## src/rtl/uart_arinc_frame_sender.sv

```systemverilog
// rtl/uart_arinc_frame_sender.sv - Host-side UART/ARINC row frame sender with per-byte ack handshake
module uart_arinc_frame_sender #(
  parameter int         WIGHT                 = 512,
  parameter int         NUM_BYTES             = 8'hC0,
  parameter logic [7:0] END_WORD              = 8'hDD,
  parameter logic [7:0] ANSWER_CODE           = 8'hAA,
  parameter logic [7:0] ANSWER_CODE_TAKE_ROW  = 8'hCC,
  parameter logic [7:0] SUCCESSFULLY_RECEIVED = 8'hBC,
  parameter logic [7:0] NOT_ALL_RECEIVED      = 8'h11,
  parameter int         ACK_TIMEOUT           = 2_000_000
) (
  input  logic                 clk,
  input  logic                 rst,
  input  logic                 start,
  input  logic [8:0]           row,
  input  logic [3*WIGHT-1:0]   payload,
  output logic                 busy,
  output logic                 done,
  output logic                 error,
  output logic [1:0]           err_code,
  output logic [7:0]           tx_data,
  output logic                 tx_start,
  input  logic                 tx_busy,
  input  logic [7:0]           rx_data,
  input  logic                 rx_valid
);

  localparam int PW    = 3 * WIGHT;
  localparam int PB_W  = $clog2(PW);
  localparam int CNT_W = $clog2(ACK_TIMEOUT) + 1;

  localparam logic [7:0]       LAST_IDX = 8'(NUM_BYTES + 2);
  localparam logic [CNT_W-1:0] CNT_TERM = CNT_W'(ACK_TIMEOUT - 1);
  localparam logic [CNT_W-1:0] CNT_MAX  = '1;

  localparam logic [1:0] ERR_NONE    = 2'd0;
  localparam logic [1:0] ERR_BAD_ACK = 2'd1;
  localparam logic [1:0] ERR_TIMEOUT = 2'd2;
  localparam logic [1:0] ERR_REJECT  = 2'd3;

  typedef enum logic [1:0] {
    IDLE,
    SEND,
    WAIT_ACK,
    FINISH
  } state_t;

  state_t state;
  state_t state_nxt;

  // Frame contents captured on the accepted start
  logic [8:0]       row_q;
  logic [PW-1:0]    payload_q;

  // Frame progress
  logic [7:0]       idx;
  logic [CNT_W-1:0] ack_cnt;
  logic [1:0]       err_q;
  logic [7:0]       tx_q;

  // Decisions made by the next-state logic and applied by the datapath
  logic             accept;
  logic             fire;
  logic             advance;
  logic             set_err;
  logic [1:0]       err_nxt;
  logic [7:0]       cur_byte;
  logic [7:0]       exp_ack;

  // Payload byte k goes out MSB-first on the wire side, so its bits are mirrored.
  function automatic logic [7:0] payload_byte(input logic [PW-1:0] data, input logic [7:0] k);
    logic [PB_W-1:0] base;
    logic [7:0]      rev;
    base = PB_W'({k, 3'b000});
    rev  = '0;
    for (int j = 0; j < 8; j++) begin
      rev[7-j] = data[base + PB_W'(j)];
    end
    return rev;
  endfunction

  // Byte that belongs to the current frame position
  always_comb begin
    if (idx == 8'd0) begin
      cur_byte = {7'd0, row_q[8]};
    end else if (idx == 8'd1) begin
      cur_byte = row_q[7:0];
    end else if (idx == LAST_IDX) begin
      cur_byte = END_WORD;
    end else begin
      cur_byte = payload_byte(payload_q, idx - 8'd2);
    end
  end

  // Ack expected for a non-final byte: row header bytes differ from payload bytes
  always_comb begin
    exp_ack = (idx < 8'd2) ? ANSWER_CODE_TAKE_ROW : ANSWER_CODE;
  end

  // State register
  always_ff @(posedge clk) begin
    if (rst) begin
      state <= IDLE;
    end else begin
      state <= state_nxt;
    end
  end

  // Next-state logic and per-cycle datapath controls
  always_comb begin
    state_nxt = state;
    accept    = 1'b0;
    fire      = 1'b0;
    advance   = 1'b0;
    set_err   = 1'b0;
    err_nxt   = err_q;
    case (state)
      IDLE: begin
        if (start) begin
          accept    = 1'b1;
          state_nxt = SEND;
        end
      end
      SEND: begin
        if (!tx_busy) begin
          fire      = 1'b1;
          state_nxt = WAIT_ACK;
        end
      end
      WAIT_ACK: begin
        // An ack on the terminal-count cycle is still honoured.
        if (rx_valid) begin
          state_nxt = FINISH;
          if (idx == LAST_IDX) begin
            if (rx_data == NOT_ALL_RECEIVED) begin
              set_err = 1'b1;
              err_nxt = ERR_REJECT;
            end else if (rx_data != SUCCESSFULLY_RECEIVED) begin
              set_err = 1'b1;
              err_nxt = ERR_BAD_ACK;
            end
          end else if (rx_data == exp_ack) begin
            advance   = 1'b1;
            state_nxt = SEND;
          end else begin
            set_err = 1'b1;
            err_nxt = ERR_BAD_ACK;
          end
        end else if (ack_cnt >= CNT_TERM) begin
          set_err   = 1'b1;
          err_nxt   = ERR_TIMEOUT;
          state_nxt = FINISH;
        end
      end
      FINISH: begin
        state_nxt = IDLE;
      end
      default: begin
        state_nxt = IDLE;
      end
    endcase
  end

  // Frame datapath: captured inputs, byte index, ack timer, abort cause, held tx byte
  always_ff @(posedge clk) begin
    if (rst) begin
      row_q     <= '0;
      payload_q <= '0;
      idx       <= '0;
      ack_cnt   <= '0;
      err_q     <= ERR_NONE;
      tx_q      <= '0;
    end else begin
      if (accept) begin
        row_q     <= row;
        payload_q <= payload;
        idx       <= '0;
        err_q     <= ERR_NONE;
      end
      // The strobe cycle is cycle 0 of the ack window, so the first wait cycle sees 1.
      if (fire) begin
        tx_q    <= cur_byte;
        ack_cnt <= CNT_W'(1);
      end else if (state == WAIT_ACK && ack_cnt != CNT_MAX) begin
        ack_cnt <= ack_cnt + CNT_W'(1);
      end
      if (advance) begin
        idx <= idx + 8'd1;
      end
      if (set_err) begin
        err_q <= err_nxt;
      end
    end
  end

  // A reset cycle never launches a byte; the held copy keeps tx_data steady while the line is busy.
  always_comb begin
    tx_start = fire & ~rst;
    tx_data  = tx_start ? cur_byte : tx_q;
    busy     = (state == SEND) || (state == WAIT_ACK);
    done     = (state == FINISH) && (err_q == ERR_NONE);
    error    = (state == FINISH) && (err_q != ERR_NONE);
    err_code = err_q;
  end

endmodule

```

## config.mk

```make
export PLATFORM = sky130hd
export DESIGN_NAME = uart_arinc_frame_sender
export DESIGN_NICKNAME = d
export VERILOG_FILES = /design/src/rtl/uart_arinc_frame_sender.sv
export SDC_FILE = /design/constraint.sdc
export NUM_CORES = 2
export LEC_CHECK = 0
export ABC_AREA = 1
export BUFFER_PORTS_ARGS = -buffer_cell sky130_fd_sc_hd__buf_2
export CAP_MARGIN = 20
export CORE_AREA = 2 2 606 608
export DETAILED_ROUTE_END_ITERATION = 16
export DIE_AREA = 0 0 608 610
export GPL_TIMING_DRIVEN = 0
export PLACE_DENSITY = 0.36
export REMOVE_ABC_BUFFERS = 1
export SYNTH_ARGS = -nofsm -noshare
export SYNTH_HDL_FRONTEND = slang
export SYNTH_SLANG_ARGS = --single-unit
```

## constraint.sdc

```tcl
create_clock -name clk -period 6.2 [get_ports clk]
set_clock_uncertainty 0.05 [all_clocks]
set_input_delay 0.31 -clock clk [delete_from_list [all_inputs] [get_ports clk]]
set_output_delay 0.31 -clock clk [all_outputs]
set_load 0.01 [all_outputs]
```

==> Word level (Yosys, flattened, before mapping) <==
Index checks and enable logic that the tools add are counted.
{ "totals": {"reg_bits": 1587, "latchBits": 0, "ramBits": 0, "mem_bits_ro": 0, "input_bits": 1558, "word_cells": 116, "n_memories": 0} }
{ "op_classes": {"n_addsub": 10, "multipliers": 0, "div": 0, "n_lt_le_gt_ge": 10, "n_eq_ne": 16, "shift": 0, "muxes": 56, "bitwise_logic": 2, "n_reduce_logical": 14} }
{ "op_table": {"columns": ["cell", "count"], "rows": [
  ["$lt A11 B12 Y1 const B", 8],
  ["$bmux W1 S11", 7],
  ["$mux W8", 6],
  ["$add A11 B3 Y11 const B", 4],
  ["$mux W2", 15],
  ["$mux W1", 25],
  ["$add A11 B2 Y11 const B", 2],
  ["$add A22 B1 Y22 const B", 1],
  ["$ge A22 B21 Y1 const B", 1],
  ["$ne A22 B22 Y1 const B", 1],
  ["$add A11 B1 Y11 const B", 1],
  ["$add A8 B1 Y8 const B", 1],
  ["$bmux W1 S8", 1],
  ["$eq A8 B1 Y1 const B", 1],
  ["$eq A8 B5 Y1 const B", 1],
  ["$eq A8 B8 Y1", 1],
  ["$eq A8 B8 Y1 const B", 1],
  ["$logic_not A8 Y1", 1],
  ["$lt A8 B2 Y1 const B", 1],
  ["$ne A8 B8 Y1 const B", 1],
  ["$pmux W2 S4", 1],
  ["$reduce_bool A2 Y1", 4],
  ["$sub A8 B2 Y8 const B", 1],
  ["$mux W7", 1],
  ["16 further kinds", 21]
]} }

==> Depth between registers and ports, before layout <==
{ "depth": {"ltp_word": 9, "mapped_depth": 21} }

==> Least setup slack after synthesis <==
Ideal clock, no wire load.
{ "synth_path": {"path_kind": "reg-to-output", "from": "register idx[1]", "to": "output tx_data[1]", "arrival_time_ps": 2762, "t_required_ps": 5840, "setup_slack_ps": 3078, "stages_incl_launch_ff": 22, "cell_sequence": "dfxtp_1 buf_6 inv_2 buf_6 buf_4 buf_2 ha_1 inv_1 clkbuf_1 clkbuf_1 nand3_1 nand2_1 nand2_1 nand3_1 nand3_1 nand2_1 nand2_1 nand2_1 nand2_1 nand2_1 nand2_1 nand2_1"} }
{ "synth_between": {"elab_chain_len": 8, "elab_cells_between_ends": 11, "cone_classes": "add/sub (2); eq/ne (2); mux (6); reduce/logical (1)"} }
{ "synth_rtl": {"columns": ["item", "line", "rtl"], "rows": [
  ["start, declared", "56", "logic [7:0] idx;"],
  ["start signal, assigned", "188", "idx <= idx + 8'd1;"],
  ["$sub A8 B2 Y8", "91", "cur_byte = payload_byte(payload_q, idx - 8'd2);"],
  ["$add A11 B3 Y11", "77", "rev[7-j] = data[base + PB_W'(j)];"],
  ["$bmux W1 S11", "77", null],
  ["$mux W1 (not written as such)", "77", null],
  ["$mux W8", "88", "end else if (idx == LAST_IDX) begin"],
  ["$mux W8", "86", "end else if (idx == 8'd1) begin"],
  ["$mux W8 (*)", "84", "if (idx == 8'd0) begin"],
  ["$mux W8 (*)", "199", "tx_data = tx_start ? cur_byte : tx_q;"],
  ["end, declared", "21", "output logic [7:0] tx_data,"]
]} }
Every way passes the cells marked *; elsewhere a longest branch is shown, timed or not. The select of a mux whose other input is x is not followed.

==> Worst setup path after layout <==
{ "layout_path": {"from": "register idx[1]", "to": "output tx_data[2]"} }
Same word-level chain as after synthesis.

==> summary.md <==
| Metric | Value |
|---|---|
| Area leader, netlist | `sky130_fd_sc_hd__dfxtp_1` |
| Die Height | `610 um` |
| Number of detailed-route iterations in the first pass | `7` |
| Number of vias in the routed layout | `79700` |
| Total congestion overflow after global routing | `0` |
| Detailed placer's ending HPWL | `256000 um` |
| Count of pins over their slew limit | `0` |
| Row cnt | `222` |
| Crit share post-route | `94.6%` |
| IR Drop Worst-Case VDD | `229 uV` |
| Average footprint of a synthesized cell | `6.74 sq um` |
| Number of port buffers | `1571` |
| Global placer's final weighted congestion | `0.792` |
| Setup crit start kind | `flip-flop` |
| Number of levels in the clock H-tree | `4` |
| Maximum clock path buffer count | `4` |
| Layout overhead on the synthesized area | `51.7%` |
| Leading cell types by total area after synthesis | `sky130_fd_sc_hd__dfxtp_1 46%, sky130_fd_sc_hd__nor2_1 19%, sky130_fd_sc_hd__o21ai_0 15%` |
| Post-route minimum period | `5870 ps` |
| Number of clock buffers inserted by TritonCTS | `208` |
| Die footprint | `0.371 sq mm` |
| Tot GR Track Use | `19.9%` |
| Register-to-register setup slack | `1660 ps` |
| CTS tree | `yes` |
| Die width | `608 um` |
| Arrival time at the worst endpoint | `5510 ps` |
| Required time worst endpoint | `5840 ps` |
| Kind of end point of the critical path | `output port` |
| Total negative setup slack | `0 ps` |
| Final design instance area without fill | `0.106 sq mm` |
| Final hold violation count | `0` |
| Final setup fails | `0` |
| Warning count from the yosys run | `0` |
| Vias in the first global route | `79800` |
| Core Area | `0.364 sq mm` |
| Count of distinct cell types in the synthesized netlist | `39` |
| Number of cells produced by synthesis | `10300` |
| Worst-skew pair later-pin latency | `900 ps` |
| Post-route DRC | `0` |
| Number of top-level pins | `1572` |
| Cell Area, Synth | `0.0697 sq mm` |
| Violation count after the first detailed-routing iteration | `4480` |
| Power per unit of standard cell area | `352 mW/mm^2` |
| Post-Route WL | `387000 um` |
| Class of the worst hold path | `in -> reg` |
| Maximum number of pins on one net before global-route repair | `187` |
| Sequential-to-total area share from yosys stat | `45.6%` |
| Number of standard cells in the final layout excluding fillers | `18100` |
| Detailed-route vias per instance | `4.41` |
| Share of the synthesized area in the top cell type | `45.6%` |
| Slew at the pin with the worst max-slew slack | `960 ps` |
| Static leakage | `44.0 nW` |
| Total Power Consumption | `37.2 mW` |
| Slew Limit Headroom | `35.3%` |
| Number of antenna violations at the first check in global routing | `210` |
| Outcome | `finished clean` |
| EDFF count, synth | `0` |
| Max cap viols | `0` |
| FFs w/ async S/R, synth | `0%` |
| Routed wire length per instance | `21.4 um` |
| Clock-pin slew reported for the worst setup and hold paths after clock tree synthesis | `60 ps` |
| Most frequent cell after synthesis | `sky130_fd_sc_hd__nor2_1` |
| Global-route wire length before repair | `555000 um` |
| Maximum net fanout on the critical path | `39` |
| Antenna-violating nets left | `0` |
| Clock sinks | `1587` |
| FMAX | `170 MHz` |
| Finished Core Util | `29.0%` |
| Placed Area | `0.0826 sq mm` |
| Unrepaired setup endpoints after global routing | `false` |
| Commonest register cell after synthesis | `sky130_fd_sc_hd__dfxtp_1` |
| Number of placed instances, taps included | `16000` |
| Number of fill cells in the layout | `41100` |
| Cell types with the highest counts after synthesis | `3599 x sky130_fd_sc_hd__nor2_1, 2042 x sky130_fd_sc_hd__o21ai_0, 1587 x sky130_fd_sc_hd__dfxtp_1` |
| Seq cells post-synth | `1587` |
| Initial core utilization | `19.1%` |
| Crit path kind | `reg -> out` |
| Fraction of layout instances using a drive strength above 1 | `15.6%` |
| CTS root buffer | `sky130_fd_sc_hd__clkbuf_16` |
| Number of nets in the layout | `14500` |
[area by class of cell]
cell class	count	area (sq um)	share of cell area (%)
Multi-Input combinational cell	7819	33900	32.1
Sequential cell	1587	31800	30.1
Timing Repair Buffer	3236	26400	24.9
Clock buffer	306	6040	5.72
Tap cell	4816	6030	5.70
Clock inverter	70	797	0.754
Antenna cell	154	385	0.365
Inverter	78	358	0.338
Timing Repair inverter	2	17.5	0.0166
[stage by stage]
stage	setup WS, ps	hold WS (ps)
2_1_floorplan	-82700	329
3_3_place_gp	-303870	386
3_5_place_dp	-404	391
4_1_cts	36.2	13.9
5_1_grt	36.0	112
6_report	333	120
[flip-flops by register name, indices dropped and copies added (netlist names)]
name	flops
payload_q	1536
tx_q	8
idx	8
state	2
ack_cnt	22
row_q	9
err_code	2
[placed cells by master, fill, tap and decap left out, types with 12 or more instances in the layout]
| cell | netlist | routed |
|---|---|---|
| sky130_fd_sc_hd__clkinv_2 | 0 | 36 |
| sky130_fd_sc_hd__clkbuf_1 | 626 | 52 |
| sky130_fd_sc_hd__dfxtp_1 | 1587 | 1585 |
| sky130_fd_sc_hd__nand3_1 | 664 | 661 |
| sky130_fd_sc_hd__diode_2 | 0 | 154 |
| sky130_fd_sc_hd__a21oi_1 | 81 | 80 |
| sky130_fd_sc_hd__buf_12 | 0 | 13 |
| sky130_fd_sc_hd__inv_1 | 66 | 65 |
| sky130_fd_sc_hd__o21ai_0 | 2042 | 2042 |
| sky130_fd_sc_hd__nand2_1 | 1081 | 1075 |
| sky130_fd_sc_hd__dlygate4sd3_1 | 0 | 1553 |
| sky130_fd_sc_hd__clkbuf_8 | 0 | 45 |
| sky130_fd_sc_hd__nor3_1 | 12 | 12 |
| sky130_fd_sc_hd__o22ai_1 | 247 | 247 |
| sky130_fd_sc_hd__nor2_1 | 3599 | 3598 |
| sky130_fd_sc_hd__clkbuf_16 | 0 | 209 |
| sky130_fd_sc_hd__o21ai_1 | 37 | 37 |
| sky130_fd_sc_hd__buf_16 | 0 | 89 |
| sky130_fd_sc_hd__buf_2 | 134 | 1571 |
[path summary, 6_finish.rpt]
check	to	start	depth (start not counted)
worst max-delay path	tx_data[2]	idx[1]	20
worst min-delay path	state[1]	rx_data[0]	7
worst max register to register	tx_q[0]	idx[1]	19
worst min register to register	ack_cnt[4]	ack_cnt[4]	2
[critical path, cell delays in order, from the launching register on]
cell and delay (ps):
sky130_fd_sc_hd__dfxtp_4 360, sky130_fd_sc_hd__buf_12 180, sky130_fd_sc_hd__inv_16 230, sky130_fd_sc_hd__buf_16 250, sky130_fd_sc_hd__ha_4 260, sky130_fd_sc_hd__buf_16 210
sky130_fd_sc_hd__buf_16 270, sky130_fd_sc_hd__inv_16 200, sky130_fd_sc_hd__buf_16 250, sky130_fd_sc_hd__buf_16 320, sky130_fd_sc_hd__nand2_1 110, sky130_fd_sc_hd__nand3_1 170
sky130_fd_sc_hd__nand2_2 170, sky130_fd_sc_hd__nand2_1 100, sky130_fd_sc_hd__nand3_1 190, sky130_fd_sc_hd__nand2_4 180, sky130_fd_sc_hd__a21oi_1 80, sky130_fd_sc_hd__nand2_1 200
sky130_fd_sc_hd__nand2_1 90, sky130_fd_sc_hd__nand2_1 250, sky130_fd_sc_hd__buf_2 270
[power breakdown]
part | internal, mW | total [mW] | switching (mW)
sequential | 13.2 | 14.6 | 1.44
clock | 7.21 | 12.4 | 5.24
combinational | 3.96 | 10.1 | 6.16
[cells by family after synthesis]
family | count (synthesis) | share of synthesized area [%]
AND/OR/NAND/NOR | 5382 | 30.3
AO/OA/AOI/OAI | 2413 | 17.8
flip-flops | 1587 | 45.6
buffers and inverters | 926 | 5.82
XOR/XNOR | 12 | 0.237
adder cells (fa/ha/maj) | 12 | 0.215
[repair_timing]
item / 4_1_cts / 5_1_grt
endpoints found under the hold margin: 1558 / 0
buffers inserted: 3 / 0
gates resized for setup: 14 / 0
hold buffers: 1553 / 0
endpoints found under the setup margin: 8 / 0
[per-layer routing]
metal / share of wire [%] / track usage, % / routed length (um) / vias up
met5: 0.098 / 0 / 381 / -
met4: 3.4 / 6.70 / 13100 / 60
met3: 4.2 / 2.96 / 16100 / 637
met2: 49 / 35.3 / 191000 / 1779
met1: 43 / 24.5 / 167000 / 37900
li1: - / - / - / 39200
Power figures use the tool's default switching activity.
